$ cat src/rtl/subleq_pkg.sv
// SUBLEQ controller shared definitions.
// States, field widths and instruction field slices.
package subleq_pkg;

    localparam int ADDR_W  = 8;
    localparam int DATA_W  = 8;
    localparam int INSTR_W = 24;

    localparam int A_HI = 23;
    localparam int A_LO = 16;
    localparam int B_HI = 15;
    localparam int B_LO = 8;
    localparam int C_HI = 7;
    localparam int C_LO = 0;

    typedef logic [ADDR_W-1:0]  addr_t;
    typedef logic [DATA_W-1:0]  data_t;
    typedef logic [INSTR_W-1:0] instr_t;

    typedef enum logic [2:0] {
        S_IDLE,
        S_FETCH,
        S_RD_A,
        S_RD_B,
        S_EXEC,
        S_WR_B,
        S_HALT
    } state_t;

    function automatic addr_t f_a(input instr_t i);
        return i[A_HI:A_LO];
    endfunction

    function automatic addr_t f_b(input instr_t i);
        return i[B_HI:B_LO];
    endfunction

    function automatic addr_t f_c(input instr_t i);
        return i[C_HI:C_LO];
    endfunction

endpackage

$ cat src/rtl/subleq_if.sv
// SUBLEQ memory bus: instruction fetch port and data port.
// Both ports use a req/ack handshake held until ack.
interface subleq_if;
    import subleq_pkg::*;

    logic   imem_req;
    addr_t  imem_addr;
    instr_t imem_rdata;
    logic   imem_ack;

    logic   dmem_req;
    logic   dmem_we;
    addr_t  dmem_addr;
    data_t  dmem_wdata;
    data_t  dmem_rdata;
    logic   dmem_ack;

    modport master (
        output imem_req,
        output imem_addr,
        input  imem_rdata,
        input  imem_ack,
        output dmem_req,
        output dmem_we,
        output dmem_addr,
        output dmem_wdata,
        input  dmem_rdata,
        input  dmem_ack
    );

    modport slave (
        input  imem_req,
        input  imem_addr,
        output imem_rdata,
        output imem_ack,
        input  dmem_req,
        input  dmem_we,
        input  dmem_addr,
        input  dmem_wdata,
        output dmem_rdata,
        output dmem_ack
    );

endinterface

$ cat src/rtl/subleq_ir.sv
// SUBLEQ instruction register.
// Loads a fetched word on enable; async clear.
module subleq_ir
    import subleq_pkg::*;
(
    input  logic   CLK,
    input  logic   RST_N,
    input  logic   en,
    input  instr_t d,
    output instr_t q
);

    // hold the current instruction until the next fetch completes
    always_ff @(posedge CLK or negedge RST_N) begin
        if (!RST_N) begin
            q <= '0;
        end else if (en) begin
            q <= d;
        end
    end

endmodule

$ cat src/rtl/subleq_ctrl.sv
// SUBLEQ controller: fetch, two operand reads, subtract,
// write-back and branch, one instruction at a time.
module subleq_ctrl
    import subleq_pkg::*;
#(
    parameter addr_t RESET_PC = 8'h00
) (
    input  logic     CLK,
    input  logic     RST_N,
    input  logic     start,
    output logic     busy,
    output logic     halted,
    output addr_t    pc,
    subleq_if.master bus
);

    state_t state;

    addr_t  pc_q;
    addr_t  imem_addr_q;
    addr_t  dmem_addr_q;
    logic   imem_req_q;
    logic   dmem_req_q;
    logic   dmem_we_q;
    logic   busy_q;
    logic   halted_q;

    data_t  op_a;
    data_t  op_b;
    data_t  res_q;
    instr_t ir;

    logic   ir_load;
    logic   taken;
    logic   self_loop;
    addr_t  pc_inc;
    addr_t  next_pc;

    // FETCH handshake completion captures the instruction word
    assign ir_load = (state == S_FETCH) && bus.imem_ack;

    subleq_ir u_ir (
        .CLK   (CLK),
        .RST_N (RST_N),
        .en    (ir_load),
        .d     (bus.imem_rdata),
        .q     (ir)
    );

    assign pc             = pc_q;
    assign busy           = busy_q;
    assign halted         = halted_q;
    assign bus.imem_req   = imem_req_q;
    assign bus.imem_addr  = imem_addr_q;
    assign bus.dmem_req   = dmem_req_q;
    assign bus.dmem_we    = dmem_we_q;
    assign bus.dmem_addr  = dmem_addr_q;
    assign bus.dmem_wdata = res_q;

    // branch on signed res <= 0; a taken branch to itself halts
    always_comb begin
        taken     = res_q[DATA_W-1] || (res_q == '0);
        pc_inc    = pc_q + addr_t'(1);
        next_pc   = taken ? f_c(ir) : pc_inc;
        self_loop = taken && (f_c(ir) == pc_q);
    end

    // sequencer with registered bus and status outputs
    always_ff @(posedge CLK or negedge RST_N) begin
        if (!RST_N) begin
            state       <= S_IDLE;
            pc_q        <= RESET_PC;
            op_a        <= '0;
            op_b        <= '0;
            res_q       <= '0;
            imem_req_q  <= 1'b0;
            imem_addr_q <= RESET_PC;
            dmem_req_q  <= 1'b0;
            dmem_we_q   <= 1'b0;
            dmem_addr_q <= '0;
            busy_q      <= 1'b0;
            halted_q    <= 1'b0;
        end else begin
            unique case (state)
                S_IDLE, S_HALT: begin
                    if (start) begin
                        state       <= S_FETCH;
                        pc_q        <= RESET_PC;
                        imem_req_q  <= 1'b1;
                        imem_addr_q <= RESET_PC;
                        busy_q      <= 1'b1;
                        halted_q    <= 1'b0;
                    end
                end
                S_FETCH: begin
                    if (bus.imem_ack) begin
                        state       <= S_RD_A;
                        imem_req_q  <= 1'b0;
                        dmem_req_q  <= 1'b1;
                        dmem_we_q   <= 1'b0;
                        dmem_addr_q <= f_a(bus.imem_rdata);
                    end
                end
                S_RD_A: begin
                    if (bus.dmem_ack) begin
                        state       <= S_RD_B;
                        op_a        <= bus.dmem_rdata;
                        dmem_addr_q <= f_b(ir);
                    end
                end
                S_RD_B: begin
                    if (bus.dmem_ack) begin
                        state      <= S_EXEC;
                        op_b       <= bus.dmem_rdata;
                        dmem_req_q <= 1'b0;
                    end
                end
                S_EXEC: begin
                    state       <= S_WR_B;
                    res_q       <= op_b - op_a;
                    dmem_req_q  <= 1'b1;
                    dmem_we_q   <= 1'b1;
                    dmem_addr_q <= f_b(ir);
                end
                S_WR_B: begin
                    if (bus.dmem_ack) begin
                        dmem_req_q <= 1'b0;
                        dmem_we_q  <= 1'b0;
                        pc_q       <= next_pc;
                        if (self_loop) begin
                            state    <= S_HALT;
                            busy_q   <= 1'b0;
                            halted_q <= 1'b1;
                        end else begin
                            state       <= S_FETCH;
                            imem_req_q  <= 1'b1;
                            imem_addr_q <= next_pc;
                        end
                    end
                end
                default: begin
                    state      <= S_IDLE;
                    imem_req_q <= 1'b0;
                    dmem_req_q <= 1'b0;
                    dmem_we_q  <= 1'b0;
                    busy_q     <= 1'b0;
                    halted_q   <= 1'b0;
                end
            endcase
        end
    end

endmodule

$ cat src/flat_wrapper.sv
// flat-port wrapper written by rule: the top's interface ports become plain ports
module subleq_ctrl_flat import subleq_pkg::*;
#(
    parameter addr_t RESET_PC = 8'h00
)
  (CLK, RST_N, start, busy, halted, pc, bus_imem_req, bus_imem_addr, bus_imem_rdata, bus_imem_ack, bus_dmem_req, bus_dmem_we, bus_dmem_addr, bus_dmem_wdata, bus_dmem_rdata, bus_dmem_ack);
  subleq_if bus_i ();
  input  logic CLK;
  input  logic RST_N;
  input  logic start;
  output logic busy;
  output logic halted;
  output addr_t pc;
  output wire logic [$bits(bus_i.imem_req)-1:0] bus_imem_req;
  output wire logic [$bits(bus_i.imem_addr)-1:0] bus_imem_addr;
  input wire logic [$bits(bus_i.imem_rdata)-1:0] bus_imem_rdata;
  input wire logic [$bits(bus_i.imem_ack)-1:0] bus_imem_ack;
  output wire logic [$bits(bus_i.dmem_req)-1:0] bus_dmem_req;
  output wire logic [$bits(bus_i.dmem_we)-1:0] bus_dmem_we;
  output wire logic [$bits(bus_i.dmem_addr)-1:0] bus_dmem_addr;
  output wire logic [$bits(bus_i.dmem_wdata)-1:0] bus_dmem_wdata;
  input wire logic [$bits(bus_i.dmem_rdata)-1:0] bus_dmem_rdata;
  input wire logic [$bits(bus_i.dmem_ack)-1:0] bus_dmem_ack;
  assign bus_imem_req = bus_i.imem_req;
  assign bus_imem_addr = bus_i.imem_addr;
  assign bus_i.imem_rdata = bus_imem_rdata;
  assign bus_i.imem_ack = bus_imem_ack;
  assign bus_dmem_req = bus_i.dmem_req;
  assign bus_dmem_we = bus_i.dmem_we;
  assign bus_dmem_addr = bus_i.dmem_addr;
  assign bus_dmem_wdata = bus_i.dmem_wdata;
  assign bus_i.dmem_rdata = bus_dmem_rdata;
  assign bus_i.dmem_ack = bus_dmem_ack;
  subleq_ctrl #(.RESET_PC(RESET_PC)) u_core (.CLK(CLK), .RST_N(RST_N), .start(start), .busy(busy), .halted(halted), .pc(pc), .bus(bus_i));
endmodule
$ cat config.mk
export PLATFORM = sky130hd
export DESIGN_NAME = subleq_ctrl_flat
export DESIGN_NICKNAME = d
export VERILOG_FILES = /design/src/rtl/subleq_pkg.sv /design/src/rtl/subleq_if.sv /design/src/rtl/subleq_ir.sv /design/src/rtl/subleq_ctrl.sv /design/src/flat_wrapper.sv
export SDC_FILE = /design/constraint.sdc
export NUM_CORES = 1
export LEC_CHECK = 0
export CAP_MARGIN = 20
export CORE_ASPECT_RATIO = 0.9
export CORE_MARGIN = 5
export CORE_UTILIZATION = 40
export CTS_CLUSTER_SIZE = 40
export DETAILED_ROUTE_END_ITERATION = 6
export GPL_ROUTABILITY_DRIVEN = 0
export HOLD_SLACK_MARGIN = 0.02
export PLACE_DENSITY = 0.76
export SLEW_MARGIN = 5
export SYNTH_ARGS = -nofsm -noshare
export SYNTH_HDL_FRONTEND = slang
export SYNTH_SLANG_ARGS = --single-unit
export TNS_END_PERCENT = 50
$ cat constraint.sdc
create_clock -name CLK -period 2 [get_ports CLK]
set_clock_uncertainty 0.2 [all_clocks]
set_input_delay 0.2 -clock CLK [delete_from_list [all_inputs] [get_ports CLK]]
set_output_delay 0.2 -clock CLK [all_outputs]
set_load 0.02 [all_outputs]
==> flow_metrics.tcl <==
set metrics [dict create \
    status "finished, violations left" \
    violations "negative setup slack" \
    crit_buf_inv 0 \
    reg2reg_setup_slack_ns -0.08 \
    cts_tree "yes" \
    drt_pass1_iterations 4 \
    cts_buffers 9 \
    power_per_cell_area_mw_per_mm2 1653 \
    max_freq_mhz 480.3 \
    drt-initial-drc-count 165 \
    start_util_pct 40.56 \
    grt.overflow.total 0 \
    maxCapViolCount 0 \
    die_x_um 110.9 \
    io_buffers 73 \
    synth_edf_count 0 \
    finalSetupViolCount 6 \
    clockBufferDepth 2 \
    core_region_area_mm2 0.009042 \
    synthFlopType "dfrtp_1" \
    grt_max_degree 73 \
    syn_inst 339 \
    ys_seq_area_share_pct 49.13 \
    crit_path_max_incr_delay_ns 0.58 \
    total_power_uw 8624 \
    grt.total_usage_pct 17.38 \
    fin_crit_sh_pct 104.1 \
    grt_pass1_vias 3141 \
    ant_nets 0 \
    dieArea_mm2 0.01119 \
    yosys-top-cells-area "dfrtp_1 (49%), mux2_2 (10%), o21ai_0 (4.4%)" \
    vias 3010 \
    num_antenna_cells 0 \
    crit_required_ns 2.04 \
    path_clk_slew_ns 0.08 \
    cp_top_family "simple AND/OR/NAND/NOR gates" \
    netlist.area_leader.share_pct 49.13 \
    fin_util_pct 57.70 \
    hpwl_um 6952 \
    path_max_fanout 5 \
    finalNetCount 509 \
    worstReg2RegEnd "u_core.bus.imem_addr[2]" \
    antenna_found_initial 0 \
    crit_chain "xnor2_2, nand4_1, or4_4, nand2_8, mux2_4" \
    clock_latency_ns 0.35 \
    ys_warn_count 0 \
    end_kind "flip-flop" \
    synth.distinct_cells 48 \
    ir_drop_uv 540.0 \
    drive_above_1_share_pct 29.91 \
    syn_nets 385 \
    dieHeight_um 100.8 \
    rows 33 \
    ios 74 \
    worst_pin_slew_ns 0.4603 \
    fin_crit_ns 2.082 \
    drc 0 \
    ys_async_sr_fraction_pct 100.0 \
    post_drt_wl_per_cell_um 15.89 \
    reg2reg_from "u_core.pc[7]" \
    grt_pass1_wl_um 15700 \
    rsz0062_at_grt "true" \
    leakagePower_uw 0.002255 \
    slew_headroom_pct 69.08 \
    synth_area_leader_cell "dfrtp_1" \
    crit_type "flip-flop to flip-flop" \
    clock-sinks 72 \
    final_critical_path_setup_slack_ns -0.08210 \
    ys_seq_elements 72 \
    multi_input_area_mm2 0.001856 \
    cp_num_cells 5 \
    seq_area_mm2 0.001808 \
    netlist_area_mm2 0.003667 \
    start_kind "flip-flop" \
    hold_class "input pin to asynchronous set/reset pin" \
    syn_to_final_growth_pct 42.27 \
    fill_cells 762 \
    rr_worst_depth 5 \
    syn_area_per_cell_um2 10.82 \
    critPathSlowestCell "or4_4" \
    crit_arrival_ns 2.12 \
    hold_violations 0 \
    avgViaCountPerCell 5.102 \
    cts_htree_levels 3 \
    cts-root-buf "clkbuf_8" \
    maxSlewViolCount 0 \
    routed_wl_um 9378 \
]
## Yosys cell counts (all sizes together) (2+ instances only)
| cell type | n |
|---|---|
| a211oi | 5 |
| a21o | 3 |
| a21oi | 13 |
| a22o | 5 |
| buf | 10 |
| clkbuf | 5 |
| dfrtp | 72 |
| ha | 8 |
| inv | 13 |
| mux2 | 36 |
| mux2i | 11 |
| nand2 | 38 |
| nand2b | 2 |
| nand3 | 7 |
| nand3b | 3 |
| nand4 | 2 |
| nor2 | 15 |
| nor2b | 4 |
| nor3 | 10 |
| nor3b | 5 |
| o21ai | 32 |
| o311ai | 2 |
| o31ai | 2 |
| or3 | 3 |
| xnor2 | 15 |
| xor2 | 4 |
## cells in the final DEF, fill, tap and decap left out, types with 5 or more instances in the layout
cell type	count
buf_4	51
mux2i_1	11
xnor2_1	11
dfrtp_1	67
dfrtp_2	5
nand3_1	7
o21ai_0	30
nor2_1	14
a21oi_1	9
inv_1	11
clkbuf_8	11
clkdlybuf4s50_1	72
mux2_2	33
a22o_1	5
nor3_1	8
nand2_1	36
ha_1	7
## how the worst max path moves through the flow
stage,start,to,slack [ns]
after floorplan,u_core.bus.dmem_wdata[6],u_core.bus.imem_addr[1],-0.1
after global placement,bus_imem_ack,u_core.bus.dmem_addr[6],-0.19
after detailed placement,bus_imem_ack,u_core.bus.dmem_addr[6],-0.34
after CTS,u_core.bus.dmem_wdata[6],u_core.bus.imem_addr[1],-0.07
after global routing,u_core.pc[7],u_core.bus.imem_addr[2],-0.16
final,u_core.pc[7],u_core.bus.imem_addr[2],-0.08
## state kept, by name (all words and copies together), names as in the netlist
register and flops:
u_core.bus.dmem_addr 8, u_core.bus.dmem_req 1, u_core.bus.dmem_wdata 8, u_core.bus.dmem_we 1, u_core.bus.imem_addr 8, u_core.bus.imem_req 1
u_core.busy 1, u_core.halted 1, u_core.op_a 8, u_core.op_b 8, u_core.pc 8, u_core.state 3
u_core.u_ir.q 16
## power breakdown
group | switching (uW) | internal (uW) | leakage [uW] | total (uW)
Clock | 542 | 513 | 0.0000951 | 1060
Combinational | 2450 | 2520 | 0.00127 | 4970
Sequential | 479 | 2120 | 0.000894 | 2600
## tightest hold or removal path, delay by kind of cell
family | cells | cell delay (ns)
buffers and inverters | 3 | 0.96
## through the flow
step           hold WS, ns  area (um^2)  worst slack (ns)  setup TNS, ns  std cells
6_report            0.2066         5218          -0.08210        -0.3675        590
5_1_grt             0.2436         5218           -0.1561         -1.628        590
4_1_cts             0.2313         5127          -0.07406        -0.4994        590
3_5_place_dp       0.06238         4892           -0.3393         -3.444        572
3_3_place_gp       0.05222         4892           -0.1933         -2.369        572
2_1_floorplan      -0.2956         3681          -0.09675        -0.3856        339
## cell type report
type	instances	area share, %
tap	122	2.926
timing repair buffer	128	22.42
clock buffer	11	2.902
sequential	72	34.65
clock inverter	5	0.5995
multi-input combinational	239	35.56
inverter	13	0.9353
## per-layer routing
metal | share of wire (%) | vias up | track usage, %
li1 | - | 1453 | -
met3 | 5.0 | 17 | 4.202
met4 | 2.4 | 0 | 8.144
met2 | 47 | 79 | 27.24
met1 | 45 | 1461 | 22.91
met5 | 0 | - | 0
## kinds of logic after synthesis
| kind of cell | after synthesis | synth area share, % |
|---|---|---|
| buf+inv | 28 | 3.616 |
| simple gates | 94 | 13.24 |
| fa+ha+maj | 9 | 3.275 |
| mux | 47 | 14.36 |
| compound gates | 70 | 11.84 |
| flops | 72 | 49.13 |
| xor+xnor | 19 | 4.538 |
## repair_timing
action / CTS / global route
endpoints found under the hold margin: 72 / 0
setup buffers: 1 / 0
resized for setup: 9 / 20
endpoints found under the setup margin: 25 / 33
pin swaps: 5 / 13
hold buffers: 1 / 0
Power figures use the tool's default switching activity.
==> variant, RTL diff (config.mk and constraints unchanged) <==
The 7 states of `state_t` get a one-hot encoding in 7 bits.
--- a/src/rtl/subleq_pkg.sv
+++ b/src/rtl/subleq_pkg.sv
@@ -18,12 +18,12 @@
     typedef logic [INSTR_W-1:0] instr_t;
 
-    typedef enum logic [2:0] {
-        S_IDLE,
-        S_FETCH,
-        S_RD_A,
-        S_RD_B,
-        S_EXEC,
-        S_WR_B,
-        S_HALT
+    typedef enum logic [6:0] {
+        S_IDLE  = 7'b0000001,
+        S_FETCH = 7'b0000010,
+        S_RD_A  = 7'b0000100,
+        S_RD_B  = 7'b0001000,
+        S_EXEC  = 7'b0010000,
+        S_WR_B  = 7'b0100000,
+        S_HALT  = 7'b1000000
     } state_t;
 
Behaviour: same outputs for any inputs over 10 cycles, from zero or initial values and one cycle with RST_N low; not proved beyond that.
==> variant against the original RTL <==
The flow still finishes with violations (setup timing). Total power down 11%. Routed wire length increased by 9.8%. Sequential cell count grew 4. Die area is 4.5% higher. Setup slack worse by 140 ps. Critical path depth down 1. Design area up 11%. Area after synthesis rose by 4.9%. Largest cell class unchanged. Highest routed layer unchanged.
==> variant: results (changes against the original RTL) <==
Clk Tree Root Cell = clkbuf_8
M2 GR Usage = 0.281 (+0.00858)
Nets@finish = 549 (+7.9%)
DR iter-0 viols = 157 (-4.8%)
Slew Viols, Final = 0 (unchanged)
Synth top cells by count = dfrtp_1 (75), nand2_1 (52), mux2_2 (33)
Detailed Place HPWL = 6780 um (-2.4%)
Grt met3 use = 0.0393 (-0.00270)
Post-cts resize count = 25 (+16)
Filler cells = 758 (-0.52%)
Routed met3 length = 470 um (+0.43%)
Highest Signal Layer = met4
Post-CTS setup buffers = 3 (+2)
Busiest grt layer = met2
Initial antenna violation count = 0 (unchanged)
Failing checks = setup timing
Layout cells sized above 1 = 0.367 (+0.0677)
CP Max Fanout = 7 (+2)
Final worst setup slack = -226 ps (-144 ps)
Slew @ Worst Pin = 436 ps (-24.8 ps)
Syn nets = 407 (+5.7%)
CP top delay family = simple AND/OR/NAND/NOR gates
Top post-synthesis cells by area = dfrtp_1 (49%), mux2_2 (9.7%), nand2_1 (5.1%)
First-pass GRT wire length = 16300 um (+3.7%)
XOR/XNOR share of the synthesized area = 0.0546 (+0.00924)
P_leak = 2.52 nW (+12%)
Post-synth ARST share = 1.00 (unchanged)
VDD IR max = 616 uV (+14%)
TritonCTS buffer count = 9 (unchanged)
Distinct cells, synth = 50 (+4.2%)
Clock transition at the registers of the reported paths = 90 ps
CP Capture Point = u_core.op_a[2]$_DFFE_PN0P_
Pin count of the biggest net entering global routing = 77 (+5.5%)
Placed instance area = 5150 um^2 (+5.2%)
Design Area, Final = 5810 um^2 (+11%)
Sequential share of the synthesized area = 0.494 (+0.00317)
Mux share of post-synthesis cell area = 0.123 (-0.0211)
Final setup viols = 52 (+46)
R2R cell count = 4 (-1)
Met2 wire len = 4950 um (+12%)
Compound-Gate Fraction of Synth Area = 0.122 (+0.00352)
Area share of fa/ha/maj cells after synthesis = 0.0312 (-0.00154)
Vias = 3241 (+7.7%)
Wire length per cell = 16.3 um (+2.4%)
Status = finished with violations
Wl on met1 = 4680 um (+10%)
Largest register FFs = 16 (unchanged)
Syn. warnings = 0 (unchanged)
Flop-to-flop setup slack = -230 ps (-140 ps)
GRT Total Usage = 0.174 (about the same)
Biggest register = u_core.u_ir.q
Met1 Usage GRT = 0.236 (+0.00729)
Largest stage delay on the critical path = 580 ps (about the same)
R2r startpoint = u_core.state[3]$_DFFE_PN0P_
## variant: cell type report
| type | count | area [um^2] | area share |
|---|---|---|---|
| inverters | 15 | 61.3 | 0.0105 |
| repair inverters | 1 | 5.00 | 0.000861 |
| flip-flops and latches | 76 | 1910 | 0.328 |
| clock inverters | 6 | 65.1 | 0.0112 |
| well taps | 126 | 158 | 0.0271 |
| clock buffers | 9 | 124 | 0.0213 |
| multi-input cells | 259 | 2140 | 0.368 |
| repair buffers | 141 | 1350 | 0.233 |
## variant: where the power goes
group	internal, mW	switching, mW	total (mW)
Clock	0.572	0.579	1.15
Sequential	2.01	0.356	2.36
Combinational	2.18	2.01	4.19
## variant: through the flow
stage	std cells	TNS, ps	setup WS (ps)	hold slack [ps]
floorplan	361	-6490	-246	-296
global placement	599	-6200	-255	46.6
detailed placement	599	-8800	-367	53.3
CTS	621	-4850	-221	184
global route	633	-9440	-288	213
finish	633	-5450	-226	194
